--- src/rtl/axis_tg_pkg.sv ---
// Shared types and LFSR polynomials for the AXI-Stream traffic generator.
// Tap masks are for right-shifting Galois LFSRs (bit i set <=> x^(i+1)).
package axis_tg_pkg;

  typedef enum logic [1:0] {
    IDLE,
    GAP,
    SEND,
    DONE
  } state_t;

  typedef enum logic [1:0] {
    DM_RANDOM,
    DM_FIXED,
    DM_RR,
    DM_NOSELF
  } dest_mode_t;

  // x^16+x^15+x^13+x^4+1
  localparam logic [15:0] LOAD_TAPS = 16'hD008;
  // x^64+x^63+x^61+x^60+1
  localparam logic [63:0] DEST_TAPS = 64'hD800_0000_0000_0000;

endpackage

--- src/rtl/lfsr_galois.sv ---
// Right-shifting Galois LFSR; steps once per cycle while advance is high.
// A zero seed would lock up, so it is replaced by 1.
module lfsr_galois #(
  parameter int               WIDTH = 16,
  parameter logic [WIDTH-1:0] TAPS  = '1,
  parameter logic [WIDTH-1:0] SEED  = {{(WIDTH-1){1'b0}}, 1'b1}
) (
  input  logic             clk,
  input  logic             rst_n,
  input  logic             advance,
  output logic [WIDTH-1:0] value
);

  localparam logic [WIDTH-1:0] ONE = {{(WIDTH-1){1'b0}}, 1'b1};
  localparam logic [WIDTH-1:0] SEED_NZ = (SEED == '0) ? ONE : SEED;

  logic [WIDTH-1:0] value_q, value_d;

  always_comb begin
    value_d = value_q;
    if (advance) begin
      value_d = (value_q >> 1) ^ (value_q[0] ? TAPS : '0);
    end
  end

  always_ff @(posedge clk or negedge rst_n) begin
    if (!rst_n) begin
      value_q <= SEED_NZ;
    end else begin
      value_q <= value_d;
    end
  end

  assign value = value_q;

endmodule

--- src/rtl/axis_traffic_gen.sv ---
// AXI-Stream packet generator: random injection, multi-flit packets,
// per-destination sequence numbers and injection timestamps.
module axis_traffic_gen
  import axis_tg_pkg::*;
#(
  parameter int          TDATA_WIDTH = 32,
  parameter int          TDEST_WIDTH = 2,
  parameter int          TID_WIDTH   = 2,
  parameter int          TID         = 0,
  parameter int          COUNT_WIDTH = 16,
  parameter int          MAX_PKT_LEN = 8,
  parameter logic [63:0] DEST_SEED   = 64'h1,
  parameter logic [15:0] LOAD_SEED   = 16'h1
) (
  input  logic                        clk,
  input  logic                        rst_n,
  input  logic                        start,
  input  logic [1:0]                  mode,
  input  logic [TDEST_WIDTH-1:0]      fixed_dest,
  input  logic [15:0]                 load,
  input  logic [COUNT_WIDTH-1:0]      num_packets,
  input  logic [$clog2(MAX_PKT_LEN):0] pkt_len,
  input  logic [TDATA_WIDTH/2-1:0]    ticks,
  output logic                        done,
  output logic                        busy,
  output logic [2**TDEST_WIDTH-1:0][COUNT_WIDTH-1:0] sent_packets,
  output logic                        axis_out_tvalid,
  input  logic                        axis_out_tready,
  output logic [TDATA_WIDTH-1:0]      axis_out_tdata,
  output logic                        axis_out_tlast,
  output logic [TID_WIDTH-1:0]        axis_out_tid,
  output logic [TDEST_WIDTH-1:0]      axis_out_tdest
);

  localparam int HALF = TDATA_WIDTH / 2;
  localparam int ND   = 2 ** TDEST_WIDTH;
  localparam int LW   = $clog2(MAX_PKT_LEN) + 1;
  localparam int LB   = (MAX_PKT_LEN > 1) ? $clog2(MAX_PKT_LEN) : 1;
  localparam logic [TDEST_WIDTH-1:0] SELF = TDEST_WIDTH'(TID);
  localparam logic [LW-1:0]          MAXL = LW'(MAX_PKT_LEN);
  localparam logic [LW-1:0]          ONE  = LW'(1);
  localparam logic [LW-1:0]          TWO  = LW'(2);
  localparam logic [COUNT_WIDTH-1:0] CMAX = '1;

  state_t state_q, state_d;
  logic done_q, done_d;
  logic busy_q, busy_d;
  logic tvalid_q, tvalid_d;
  logic tlast_q, tlast_d;
  logic [TDATA_WIDTH-1:0] tdata_q, tdata_d;
  logic [TDEST_WIDTH-1:0] tdest_q, tdest_d;
  logic [TDEST_WIDTH-1:0] rr_q, rr_d;
  logic [LW-1:0] rem_q, rem_d;
  logic [COUNT_WIDTH-1:0] total_q, total_d;
  logic [ND-1:0][COUNT_WIDTH-1:0] sent_q, sent_d;

  logic [15:0] lfsr;
  logic [63:0] dlfsr;
  logic hs, last_hs, inj, launch, lfsr_adv;
  logic [TDEST_WIDTH-1:0] rnd_dest, new_dest;
  logic [LW-1:0] new_len;
  logic unused_dlfsr;

  assign hs       = tvalid_q & axis_out_tready;
  assign last_hs  = hs & tlast_q;
  assign inj      = lfsr <= load;
  assign lfsr_adv = (state_q == GAP) | last_hs;
  assign rnd_dest = dlfsr[TDEST_WIDTH-1:0];
  assign unused_dlfsr = ^dlfsr;

  lfsr_galois #(
    .WIDTH(16), .TAPS(LOAD_TAPS), .SEED(LOAD_SEED)
  ) u_load_lfsr (
    .clk(clk), .rst_n(rst_n),
    .advance(lfsr_adv), .value(lfsr)
  );

  lfsr_galois #(
    .WIDTH(64), .TAPS(DEST_TAPS), .SEED(DEST_SEED)
  ) u_dest_lfsr (
    .clk(clk), .rst_n(rst_n),
    .advance(launch), .value(dlfsr)
  );

  always_comb begin
    unique case (dest_mode_t'(mode))
      DM_FIXED:  new_dest = fixed_dest;
      DM_RR:     new_dest = rr_q;
      DM_NOSELF: new_dest = (rnd_dest == SELF) ? SELF + 1'b1 : rnd_dest;
      default:   new_dest = rnd_dest;
    endcase
    if (pkt_len == '0) begin
      new_len = (MAX_PKT_LEN > 1)
              ? LW'(dlfsr[TDEST_WIDTH +: LB]) + 1'b1 : ONE;
    end else if (pkt_len > MAXL) begin
      new_len = MAXL;
    end else begin
      new_len = pkt_len;
    end
  end

  always_comb begin
    state_d  = state_q;
    tvalid_d = tvalid_q;
    tlast_d  = tlast_q;
    tdata_d  = tdata_q;
    tdest_d  = tdest_q;
    rem_d    = rem_q;
    total_d  = total_q;
    sent_d   = sent_q;
    rr_d     = rr_q;
    launch   = 1'b0;
    unique case (state_q)
      IDLE: begin
        if (start) begin
          state_d = GAP;
          total_d = '0;
          sent_d  = '0;
          rr_d    = '0;
        end
      end
      GAP: begin
        if (!start) state_d = IDLE;
        else if (total_q == num_packets) state_d = DONE;
        else if (inj) launch = 1'b1;
      end
      SEND: begin
        if (hs && !tlast_q) begin
          rem_d   = rem_q - 1'b1;
          tlast_d = (rem_q == TWO);
        end else if (hs) begin
          total_d = total_q + 1'b1;
          if (sent_q[tdest_q] != CMAX) begin
            sent_d[tdest_q] = sent_q[tdest_q] + 1'b1;
          end
          tvalid_d = 1'b0;
          tlast_d  = 1'b0;
          // a dropped start still lets the packet finish, but ends the run
          if (!start) state_d = IDLE;
          else if (total_d == num_packets) state_d = DONE;
          else if (inj) launch = 1'b1;
          else state_d = GAP;
        end
      end
      DONE: begin
        if (!start) state_d = IDLE;
      end
      default: state_d = IDLE;
    endcase
    // sequence uses sent_d so a back-to-back packet sees its predecessor
    if (launch) begin
      state_d  = SEND;
      tvalid_d = 1'b1;
      tdest_d  = new_dest;
      rem_d    = new_len;
      tlast_d  = (new_len == ONE);
      tdata_d  = {ticks, HALF'(sent_d[new_dest])};
      if (dest_mode_t'(mode) == DM_RR) rr_d = rr_q + 1'b1;
    end
  end

  assign done_d = (state_d == DONE);
  assign busy_d = (state_d == GAP) || (state_d == SEND);

  always_ff @(posedge clk or negedge rst_n) begin
    if (!rst_n) begin
      state_q  <= IDLE;
      done_q   <= 1'b0;
      busy_q   <= 1'b0;
      tvalid_q <= 1'b0;
      tlast_q  <= 1'b0;
      tdata_q  <= '0;
      tdest_q  <= '0;
      rr_q     <= '0;
      rem_q    <= '0;
      total_q  <= '0;
      sent_q   <= '0;
    end else begin
      state_q  <= state_d;
      done_q   <= done_d;
      busy_q   <= busy_d;
      tvalid_q <= tvalid_d;
      tlast_q  <= tlast_d;
      tdata_q  <= tdata_d;
      tdest_q  <= tdest_d;
      rr_q     <= rr_d;
      rem_q    <= rem_d;
      total_q  <= total_d;
      sent_q   <= sent_d;
    end
  end

  assign done            = done_q;
  assign busy            = busy_q;
  assign sent_packets    = sent_q;
  assign axis_out_tvalid = tvalid_q;
  assign axis_out_tlast  = tlast_q;
  assign axis_out_tdata  = tdata_q;
  assign axis_out_tdest  = tdest_q;
  assign axis_out_tid    = TID_WIDTH'(TID);

endmodule

--- config.mk ---
export PLATFORM = sky130hd
export DESIGN_NAME = axis_traffic_gen
export DESIGN_NICKNAME = d
export VERILOG_FILES = /design/src/rtl/axis_tg_pkg.sv /design/src/rtl/lfsr_galois.sv /design/src/rtl/axis_traffic_gen.sv
export SDC_FILE = /design/constraint.sdc
export NUM_CORES = 1
export LEC_CHECK = 0
export CORE_ASPECT_RATIO = 0.75
export CORE_MARGIN = 1
export CORE_UTILIZATION = 50
export DETAILED_ROUTE_END_ITERATION = 16
export GPL_TIMING_DRIVEN = 0
export PLACE_DENSITY = 0.82
export SYNTH_ARGS = -nofsm -noshare
export SYNTH_HDL_FRONTEND = slang
export SYNTH_SLANG_ARGS = --single-unit
--- constraint.sdc ---
create_clock -name clk -period 3.85 [get_ports clk]
set_input_delay 0.77 -clock clk [delete_from_list [all_inputs] [get_ports clk]]
set_output_delay 0.77 -clock clk [all_outputs]
set_load 0.03 [all_outputs]
* Word level (Yosys, flattened, before mapping)
Index checks and enable logic that the tools add are counted.
** Storage, ports and cells
- Flip-flop bits (word level) :: 206
- Input bits :: 60
- Output and inout bits :: 104
- Logic and storage cells :: 120
** Cells by class
- $add $sub $neg :: 5
- Mux-type cells :: 55
- Reduce and logical (&&, ||, !) cells :: 16
- Bitwise operators :: 5
- Eq/ne operators :: 18
- Magnitude comparators :: 5
** Operator list (number)
- 2-to-1 mux 64 bit :: 5
- one-hot mux 64 bit (2 select lines) :: 1
- 2-to-1 mux 16 bit :: 7
- binary-select mux 16 bit (select 2 bit) :: 2
- bitwise mux 64 bit :: 1
- XOR 63 x 64 -> 64 bit :: 1
- adder 16 x 1 -> 16 bit (second input constant) :: 2
- demux 16 bit (select 2 bit) :: 1
- == test 16 bit :: 2
- one-hot mux 16 bit (2 select lines) :: 1
- 2-to-1 mux 2 bit :: 15
- 2-to-1 mux 4 bit :: 5
- less-or-equal comparator 16 bit :: 1
- inequality test 16 bit (second input constant) :: 1
- XOR 15 x 16 -> 16 bit :: 1
- 2-to-1 mux 1 bit :: 14
- == test 2 bit (second input constant) :: 6
- inequality test 2 bit (second input constant) :: 4
- one-hot mux 2 bit (4 select lines) :: 1
- nonzero test 2 bit :: 4
- == test 2 x 1 -> 1 bit (second input constant) :: 3
- < comparator 2 x 3 -> 1 bit (second input constant) :: 2
- one-hot mux 2 bit (3 select lines) :: 1
- adder 3 x 1 -> 4 bit (second input constant) :: 1
- other kinds (18) :: 22

* Longest topological paths before layout
- Depth after elaboration :: 11
- Depth in mapped cells :: 15
- Gate-level depth less buffers :: 11

* Modules after synthesis
A second synthesis with hierarchy kept.
** Second synthesis, totals
- Cell total of the unflattened synthesis :: 1077
- Area, all modules :: 11329.6 um2
** By module, submodules not included
- axis_traffic_gen :: instances 1, cells an instance 896, area an instance 8194.1 um2
- lfsr_galois (u_dest_lfsr) :: instances 1, cells an instance 141, area an instance 2488.6 um2
- lfsr_galois (u_load_lfsr) :: instances 1, cells an instance 40, area an instance 646.9 um2

* Worst setup path after synthesis
No wires, ideal clock.
- Path type :: flip-flop to flip-flop
- Start point :: register tdest_q[0] (netlist: axis_out_tdest[0])
- End point :: register tdata_q[5] (netlist: axis_out_tdata[5])
- Setup slack :: 0.075 ns
- Buffers on the path :: 5
- Required time :: 3.724 ns
- Stages on the path, launching flop included :: 16
- Arrival :: 3.649 ns
- Cell sequence :: dfrtp_1 > buf_6 > buf_8 > buf_4 > mux4_2 > buf_2 > ha_1 > nand2_1 > o22a_2 > nor3_4 > a2111oi_4 > nor2_2 > buf_6 > o2bb2ai_4 > mux2_2 > a221o_1
** RTL lines
- from (decl) :: line axis_traffic_gen.sv:51 : logic [TDEST_WIDTH-1:0] tdest_q, tdest_d;
- from (signal assigned) :: line axis_traffic_gen.sv:185 : tdest_q <= tdest_d;
- to (signal assigned) :: line axis_traffic_gen.sv:184 : tdata_q <= tdata_d;
- to (decl) :: line axis_traffic_gen.sv:50 : logic [TDATA_WIDTH-1:0] tdata_q, tdata_d;

* Final worst setup path
- Start point :: register tdest_q[0] (netlist: axis_out_tdest[0])
- End point :: register tdata_q[3] (netlist: axis_out_tdata[3])
** Between the ends
- Word-level cells in the longest chain between the ends :: 11
- Elaborated cells on any way between the ends :: 16
- Classes of those cells :: add/sub: 1; order compare: 2; eq/ne: 1; mux: 11; reduce/logical: 1
** RTL lines
- branches (longest 5 deep; another with adder 16 x 1 -> 16 bit)
- 2-to-1 mux 64 bit * :: line axis_traffic_gen.sv:133 : if (sent_q[tdest_q] != CMAX) begin
- 2-to-1 mux 64 bit * :: line axis_traffic_gen.sv:131 : end else if (hs) begin
- 2-to-1 mux 64 bit * :: line axis_traffic_gen.sv:128 : if (hs && !tlast_q) begin
- one-hot mux 64 bit (2 select lines) * :: line axis_traffic_gen.sv:113 : unique case (state_q)
- binary-select mux 16 bit (select 2 bit) * :: line axis_traffic_gen.sv:157 : tdata_d = {ticks, HALF'(sent_d[new_dest])};
- 2-to-1 mux 16 bit (implied by the code) * :: line axis_traffic_gen.sv:157
Every way passes the cells marked *. The select of a mux whose other input is x is not followed.
A chain may end at the register's enable or synchronous reset.

==> impl_metrics.yaml <==
status:
  status: "completed"
routing:
  first_pass_iters: 6
  wl_per_cell_um: 20.5
  finalWirelength_um: 29700
  vias: 8720
  vias_per_cell: 6.01
  drc: 0
  drtIter0Drc: 1018
  detail-route-antenna-nets: 0
logic_synthesis:
  synthArstFlopShare_pct: 100
  yosysTopAreaCell: "dfrtp_1"
  ys_ff_latch: 206
  ys.flop_type: "dfrtp_1"
  yosys_warnings: 0
  synth_top_area_share_pct: 47.0
  synthDistinctLibCells: 76
  synthCells: 949
  synth-edff-count: 0
  yosysSeqAreaShare_pct: 47.5
  synthTopCellsByArea: "dfrtp_1 (47%), mux2_2 (8.7%), mux4_2 (3.3%)"
  avgSynthCellArea_um2: 11.4
  synth_area_um2: 10900
layout:
  final_util_pct: 65.3
  drive_gt1_share_pct: 19.6
  syn_to_final_growth_pct: 27.7
  instances_no_fill: 1451
  final_nets: 1233
  final_common_cell: "dfrtp_1"
  final_cell_mix: "dfrtp_1 (204), clkdlybuf4s50_1 (160), mux2_2 (84)"
critical_path:
  crit_type: "reg -> reg"
  start_kind: "flip-flop"
  arrival_ns: 4.09
  cpMostUsedCell: "buf_12"
  path_cells: "buf_12 -> buf_12 -> buf_12 -> mux4_2 -> ha_2 -> nand2_1 -> o22a_4 -> nor3_4 -> a2111oi_4 -> nor2_2 -> buf_6 -> a211oi_1 -> nor4_1 -> a221o_1"
  worst-path-buf-inv: 4
  crit_fanout: 10
  cp_data_required_time_ns: 4.23
  slowest_delay_ns: 0.58
  worst_setup_path_end_kind: "flip-flop"
  startpoint: "axis_out_tdest[0]$_DFFE_PN0N_"
  critical_path_depth: 14
  reg2regPathDepth: 14
  critPathTopFamily: "compound AO/OA/AOI/OAI gates"
  cpMaxStageDelayCell: "mux4_2"
  r2r-start: "axis_out_tdest[0]$_DFFE_PN0N_"
cts:
  root_buffer: "clkbuf_16"
  clk_latency_ns: 0.51
  clockBufferDepth: 3
  htreeDepth: 1
  cts_tree: "built"
  holdBufCountCts: 0
  clkSinkCount: 206
  path_clk_slew_ns: 0.07
  cts_buffers: 21
timing:
  fin_crit_ns: 3.71
  finClkSkew_ns: 0.0145
  finalHoldViolCount: 0
  drv_slew: 0
  maxSlewHeadroom_pct: 21.0
  max_freq_mhz: 270
  worst_pin_slew_ns: 1.17
  final.period_utilization_pct: 96.3
  setup_violations: 0
pwr:
  max-vdd-ir-drop_mv: 0.422
  power_leakage_nw: 6.11
  p_per_area_nw_per_um2: 520
die:
  start_util_pct: 51.1
  die_area_um2: 22300
  ioPinCount: 164
  die_w_um: 172
  die_height_um: 130
  fp-row-count: 46
  core_um2: 21200
grt:
  grt_pass1_vias: 8939
  grtUsageTotal_pct: 27.1
  grt_max_degree: 110
  grt_antenna_before_repair: 1
  grt_overflow: 0
  grt_pass1_wl_um: 46700
placement:
  port_buffers: 161
  dpl.hpwl_um: 20700
  place_congestion: 1.02
  dp_cells: 1400
hold_path:
  hold_class: "in -> async"
flow_run:
  cap_violations: 0
report_power, final:
| group | internal (W) | switching (W) |
|---|---|---|
| sequential | 0.00239 | 0.000166 |
| clock | 0.00139 | 0.000863 |
| combinational | 0.00100 | 0.00140 |
synth_stat cells, drive strengths merged (21+ instances only):
cell type,instances
ha,26
nand3,24
buf,40
a21oi,28
xnor2,32
dfrtp,204
nor2,45
mux2i,21
nand2,73
o2bb2ai,33
inv,39
mux2,104
o21ai,46
cells by family after synthesis:
group	synth area share, %
XOR/XNOR	3.71
AND/OR/NAND/NOR	10.6
buffers and inverters	4.82
adder cells (fa/ha/maj)	3.00
other	0.0345
AO/OA/AOI/OAI	14.3
multiplexers	16.0
flip-flops	47.5
timing repair:
item / in CTS / in global routing
endpoints found under the setup margin: 25 / 17
buffers inserted: 7 / 8
gates resized for setup: 14 / 19
pin swaps: 5 / 4
worst register-to-register path, stage by stage, from the launching register on:
cell       delay (ns)
dfrtp_1          0.40
buf_12           0.17
buf_12           0.17
buf_12           0.16
mux4_2           0.58
ha_2             0.24
nand2_1          0.09
o22a_4           0.19
nor3_4           0.09
a2111oi_4        0.50
nor2_2           0.11
buf_6            0.20
a211oi_1         0.32
nor4_1           0.11
a221o_1          0.27
flip-flops by register name, indices dropped and copies added (netlist names), 4 cells and up:
name               flops
rem_q                  4
sent_packets          64
u_load_lfsr.value     16
u_dest_lfsr.value     64
axis_out_tdata        32
total_q               16
per-stage QoR:
step                hold WS [ns]  setup TNS [ns]  area, um^2  total power [W]  worst slack (ns)
CTS                        0.324               0       13700          0.00715           0.00244
floorplan                  0.443               0       10900          0.00399            0.0747
global placement           0.455        -1322.23       12800          0.00480             -6.40
detailed placement         0.483          -21.59       12900          0.00486            -0.680
global route               0.365         -0.0145       13900          0.00749           -0.0145
finish                     0.262               0       13900          0.00721             0.141
final cells by class:
| class | count | area, um^2 |
|---|---|---|
| Antenna cell | 1 | 2.50 |
| Buffer | 55 | 410 |
| Clock buffer | 31 | 623 |
| Clock inverter | 7 | 141 |
| Fill cell | 1568 | 7370 |
| Inverter | 39 | 146 |
| Multi-Input combinational cell | 647 | 5270 |
| Sequential cell | 206 | 5160 |
| Tap cell | 288 | 360 |
| Timing Repair Buffer | 177 | 1760 |
routing by layer:
| layer | up-vias | part of all wire, % | wire length [um] | track usage (%) |
|---|---|---|---|---|
| li1 | 3878 | - | - | - |
| met1 | 4347 | 42 | 12500 | 36.5 |
| met2 | 431 | 45 | 13300 | 41.7 |
| met3 | 64 | 11 | 3170 | 8.70 |
| met4 | 0 | 2.2 | 664 | 8.75 |
| met5 | - | 0 | 0 | 0 |
final timing paths:
path | slack [ns] | end
worst max-delay path | 0.14 | axis_out_tdata[3]$_DFFE_PN0N_
worst min-delay path | 0.26 | total_q[6]$_DFFE_PN0P_
worst max register to register | 0.14 | axis_out_tdata[3]$_DFFE_PN0N_
worst min register to register | 0.49 | axis_out_tdata[17]$_DFFE_PN0N_
max in group asynchronous | 2.59 | u_dest_lfsr.value[46]$_DFFE_PN0N_
min in group clk | 0.49 | axis_out_tdata[17]$_DFFE_PN0N_
(Power assumes the default switching activity.)
